[config.mk]
export PLATFORM = sky130hd
export DESIGN_NAME = divider_core
export DESIGN_NICKNAME = d
export VERILOG_FILES = /design/src/rtl/divider_pkg.sv /design/src/rtl/divider_ctrl.sv /design/src/rtl/divider_core.sv
export SDC_FILE = /design/constraint.sdc
export NUM_CORES = 1
export LEC_CHECK = 0
export ABC_AREA = 1
export CORE_MARGIN = 4
export CORE_UTILIZATION = 55
export CTS_BUF_LIST = sky130_fd_sc_hd__clkbuf_8
export CTS_CLUSTER_SIZE = 16
export DETAILED_ROUTE_END_ITERATION = 6
export GPL_TIMING_DRIVEN = 0
export PLACE_DENSITY = 0.9
export SYNTH_ARGS = -nofsm -noshare
export SYNTH_HDL_FRONTEND = slang
export SYNTH_SLANG_ARGS = --single-unit
[constraint.sdc]
create_clock -name clk -period 3.1 [get_ports clk]
set_input_delay 0.465 -clock clk [delete_from_list [all_inputs] [get_ports clk]]
set_output_delay 0.465 -clock clk [all_outputs]
set_load 0.05 [all_outputs]
[src/rtl/divider_pkg.sv]
// Shared definitions for the restoring divider: controller state encoding
// and the default operand width.
package divider_pkg;

  localparam int DEFAULT_WIDTH = 32;

  typedef enum logic [1:0] {
    IDLE = 2'd0,
    RUN  = 2'd1,
    DONE = 2'd2
  } state_e;

endpackage

[src/rtl/divider_ctrl.sv]
// Divider sequencer: IDLE/RUN/DONE state machine and iteration counter,
// producing load, shift and finish strobes for the datapath.
module divider_ctrl
  import divider_pkg::*;
#(
  parameter int WIDTH = DEFAULT_WIDTH
) (
  input  logic clk,
  input  logic Reset,
  input  logic start,
  input  logic div_zero,
  output logic load,
  output logic shift,
  output logic finish,
  output logic busy,
  output logic done
);

  localparam int CW = (WIDTH > 1) ? $clog2(WIDTH) : 1;

  state_e          state_q, state_d;
  logic [CW-1:0]   cnt_q, cnt_d;
  logic            last;

  assign last = (cnt_q == CW'(WIDTH - 1));

  // NOTE: every output of this block gets a default first, so no path can
  // leave a signal unassigned and infer a latch.
  always_comb begin
    state_d = state_q;
    cnt_d   = cnt_q;
    load    = 1'b0;
    shift   = 1'b0;
    finish  = 1'b0;
    unique case (state_q)
      IDLE: begin
        if (start) begin
          load   = 1'b1;
          cnt_d  = '0;
          // A zero divisor skips the iterations and reports straight away.
          finish = div_zero;
          state_d = div_zero ? DONE : RUN;
        end
      end
      RUN: begin
        shift = 1'b1;
        if (last) begin
          finish  = 1'b1;
          cnt_d   = '0;
          state_d = DONE;
        end else begin
          cnt_d = cnt_q + CW'(1);
        end
      end
      DONE:    state_d = IDLE;
      default: state_d = IDLE;
    endcase
  end

  assign busy = (state_q != IDLE);
  assign done = (state_q == DONE);

  // NOTE: sequential state uses non-blocking assignments so every register
  // samples the pre-edge values of its neighbours.
  always_ff @(posedge clk or negedge Reset) begin
    if (!Reset) begin
      state_q <= IDLE;
      cnt_q   <= '0;
    end else begin
      state_q <= state_d;
      cnt_q   <= cnt_d;
    end
  end

endmodule

[src/rtl/divider_core.sv]
// Unsigned restoring shift-subtract divider: one quotient bit per RUN cycle,
// results registered separately so they hold steady while iterating.
module divider_core
  import divider_pkg::*;
#(
  parameter int WIDTH = DEFAULT_WIDTH
) (
  input  logic             clk,
  input  logic             Reset,
  input  logic             start,
  input  logic [WIDTH-1:0] dividend,
  input  logic [WIDTH-1:0] divisor,
  output logic             busy,
  output logic             done,
  output logic [WIDTH-1:0] quotient,
  output logic [WIDTH-1:0] remainder,
  output logic             div_by_zero
);

  logic                 load, shift, finish, div_zero;
  logic [WIDTH-1:0]     divisor_q, divisor_d;
  logic [WIDTH-1:0]     quot_q, quot_d, rem_q, rem_d;
  logic [2*WIDTH-1:0]   rq_q, rq_d, rq_step;
  logic                 dbz_q, dbz_d;
  logic [WIDTH:0]       r_shift, diff;

  assign div_zero = (divisor == '0);

  divider_ctrl #(.WIDTH(WIDTH)) u_ctrl (
    .clk      (clk),
    .Reset    (Reset),
    .start    (start),
    .div_zero (div_zero),
    .load     (load),
    .shift    (shift),
    .finish   (finish),
    .busy     (busy),
    .done     (done)
  );

  // The shifted partial remainder keeps its carry-out bit: 2R+1 can exceed
  // WIDTH bits whenever the divisor has its top bit set.
  always_comb begin
    r_shift = rq_q[2*WIDTH-1:WIDTH-1];
    diff    = r_shift - {1'b0, divisor_q};
    if (!diff[WIDTH]) begin
      rq_step = {diff[WIDTH-1:0], rq_q[WIDTH-2:0], 1'b1};
    end else begin
      rq_step = {r_shift[WIDTH-1:0], rq_q[WIDTH-2:0], 1'b0};
    end
  end

  always_comb begin
    rq_d      = rq_q;
    divisor_d = divisor_q;
    quot_d    = quot_q;
    rem_d     = rem_q;
    dbz_d     = dbz_q;
    if (load) begin
      rq_d      = {{WIDTH{1'b0}}, dividend};
      divisor_d = divisor;
      dbz_d     = 1'b0;
    end else if (shift) begin
      rq_d = rq_step;
    end
    if (finish) begin
      if (load) begin
        quot_d = '1;
        rem_d  = dividend;
        dbz_d  = 1'b1;
      end else begin
        quot_d = rq_step[WIDTH-1:0];
        rem_d  = rq_step[2*WIDTH-1:WIDTH];
      end
    end
  end

  always_ff @(posedge clk or negedge Reset) begin
    if (!Reset) begin
      rq_q      <= '0;
      divisor_q <= '0;
      quot_q    <= '0;
      rem_q     <= '0;
      dbz_q     <= 1'b0;
    end else begin
      rq_q      <= rq_d;
      divisor_q <= divisor_d;
      quot_q    <= quot_d;
      rem_q     <= rem_d;
      dbz_q     <= dbz_d;
    end
  end

  assign quotient    = quot_q;
  assign remainder   = rem_q;
  assign div_by_zero = dbz_q;

endmodule

==> flow_summary.json <==
{
  "finalWirelength_mm": 31.5,
  "finalNetCount": 1726,
  "fin_ws_ps": 372,
  "dpl_worst_slack_ps": 16.2,
  "grt_pass1_vias": 9969,
  "seqCellArea_um2": 4200,
  "drtPass1Iterations": 5,
  "critPathTopFamily": "buffers and inverters",
  "vias_per_cell": 5.38,
  "cts_tree": "yes",
  "die_w_um": 147,
  "cts.clk_slew.worst_paths_ps": 100,
  "clock_skew_ps": 14.7,
  "finalCritPeriodShare_pct": 88.0,
  "cp-start-kind": "primary input",
  "peakVddDrop_mv": 0.640,
  "hold_viol_final": 0,
  "synth_cells": 1470,
  "setup_viol_count_final": 0,
  "slew_headroom_pct": 54.3,
  "diodes": 0,
  "syn-num-nets": 1572,
  "worst_pin_slew_ps": 686,
  "hold_path_class": "in -> async",
  "synth-seq-cells": 168,
  "avgSynthCellArea_um2": 7.23,
  "clk_path_buf_depth": 2,
  "worstPathMaxFanout": 10,
  "cp.required_ps": 3430,
  "num_rows": 50,
  "synth_area_leader_cell": "dfrtp_1",
  "status": "completed",
  "cts_resized": 0,
  "cts.sinks": 168,
  "max_freq_ghz": 0.367,
  "critPathMaxStageDelay_ps": 390,
  "grt_util_all_layers_pct": 29.5,
  "clkLatencyLatePin_ps": 480,
  "grt_max_degree": 115,
  "ys_warn_count": 0,
  "syn_area_um2": 10600,
  "drive_gt1_share_pct": 9.47,
  "drtAntennaViolNets": 0,
  "die_h_um": 147,
  "cp.arrival_ps": 3060,
  "drcViolationCount": 0,
  "crit_chain": "clkdlybuf4s50_1 -> inv_1 -> nand4_1 -> nor3_1 -> nand4_1 -> nand2_1 -> nand2_1 -> inv_2 -> clkbuf_1 -> buf_2 -> a31oi_1",
  "areaGrowthSynthToFinish_pct": 19.6,
  "grt_pass1_wl_mm": 50.6,
  "final_cells": 1897,
  "seq_area_frac_synth_pct": 39.5,
  "io_buffers": 133,
  "overflow": 0,
  "drv_cap": 0,
  "vias": 10213,
  "path_class": "in -> reg",
  "p_per_area_nw_per_um2": 1220,
  "filler_cell_count": 1548,
  "cts.htree.levels": 4,
  "dp_hpwl_mm": 24.7,
  "cp.buffers_inverters": 5,
  "drt-wirelength-per-cell_um": 16.6,
  "cts_buffers": 17,
  "floorplan.initialDensity_pct": 56.5,
  "critPathCaptureType": "flip-flop",
  "p_leak_nw": 6.91,
  "rsz0062_at_grt": "false",
  "fp.coreArea_um2": 18800,
  "fin_crit_ps": 2730,
  "ios": 134,
  "multi_input_area_um2": 5040,
  "synth_cell_types": 37,
  "netlist.area_leader.share_pct": 39.5,
  "place.gp.congestion": 0.955,
  "antenna_found_initial": 0,
  "die_area_um2": 21600,
  "synth.area.top_cells": "dfrtp_1 40%, nand2_1 17%, inv_1 9.6%",
  "cts_root_buf": "clkbuf_8",
  "dp.cells": 1864,
  "drv_slew": 0,
  "crit_slowest_cell": "clkdlybuf4s50_1",
  "drt_iter0_markers": 813
}
==> cell usage after synthesis (all sizes together) <==
cell type	count
nand2	496
inv	277
dfrtp	168
nand3	124
nor2	79
a21oi	54
clkbuf	35
ha	34
o21ai	33
or2	33
a31oi	32
o221ai	32
buf	22
xor2	15
nand4	14
nor3	10
and2	5
a21o	2
a22o	2
fa	1
o21bai	1
o22ai	1
==> flip-flops by register name (all words and copies together) (netlist names), named ones only <==
register        count
rq_q               64
divisor_q          32
quotient           32
remainder          32
u_ctrl.cnt_q        5
u_ctrl.state_q      2
==> path summary, 6_finish.rpt <==
kind / cells after the start / start / slack, ps / end
max: 11 / divisor[1] / 370 / quotient[16]
min: 2 / Reset / 470 / divisor_q[11]
max reg2reg: 18 / rq_q[31] / 410 / rq_q[39]
min reg2reg: 2 / divisor_q[20] / 490 / divisor_q[20]
max in group asynchronous: 3 / Reset / 1720 / rq_q[0]
min in group clk: 2 / divisor_q[20] / 490 / divisor_q[20]
==> power by group <==
| part | internal (W) | total (W) | switching, W |
|---|---|---|---|
| Clock | 0.000605 | 0.00157 | 0.000970 |
| Combinational | 0.00357 | 0.0104 | 0.00688 |
| Sequential | 0.00303 | 0.00354 | 0.000511 |
| Total | 0.00720 | 0.0156 | 0.00836 |
==> logic make-up (layout without fill, tap and decap cells) <==
family                   Yosys count  in the layout  synth area share [%]
AO/OA/AOI/OAI                    157            157                  9.19
XOR/XNOR                          15             15                  1.24
adder cells (fa/ha/maj)           35             35                  4.19
buffers and inverters            334            501                  13.1
flip-flops                       168            168                  39.5
AND/OR/NAND/NOR                  761            761                  32.8
==> area by class of cell <==
type                    instances  share of cell area [%]
plain buffers                  57                    2.75
well taps                     260                    2.56
repair buffers                135                    10.8
clock inverters                15                    1.19
multi-input cells             968                    39.6
flip-flops and latches        168                    33.1
inverters                     277                    8.18
clock buffers                  17                    1.84
==> worst reg2reg max path, delay by kind of cell, from the launching register on <==
| family | cells | cell delay (ps) |
|---|---|---|
| DFF | 1 | 410 |
| and+or+nand+nor | 13 | 1280 |
| buffers and inverters | 3 | 370 |
| adders and majority gates | 2 | 570 |
==> placed cells by master (no fill, tap or decap), types with 26 or more instances in the layout <==
cell	count
nand2_1	486
inv_1	274
dfrtp_1	168
clkdlybuf4s50_1	132
nor2_1	76
nand3_1	70
nand3_2	53
a21oi_1	52
clkbuf_1	34
ha_1	34
o21ai_0	33
a31oi_1	32
o221ai_1	32
or2_2	26
==> routing by layer <==
metal	GRT usage, %	share of wire [%]	up-vias
li1	-	-	4884
met1	38.4	40	4756
met2	48.4	47	481
met3	5.09	8.0	92
met4	13.2	4.6	0
met5	0	0	-
==> what timing repair did <==
item	in CTS	in global routing
hold buffers	1	0
hold endpoints to repair	54	0
buffers inserted	0	0
==> metrics by stage <==
stage	power [W]	cell area [um^2]	hold slack, ps	util, %	setup TNS, ps
floorplan	0.0112	10600	169	-	0
global placement	0.0134	12300	468	65.3	-869500
detailed placement	0.0138	12300	406	65.4	0
CTS	0.0154	12700	480	67.5	0
global route	0.0169	12700	512	67.5	0
finish	0.0156	12700	469	67.5	0
No activity file was read; power rests on OpenSTA's default activity.
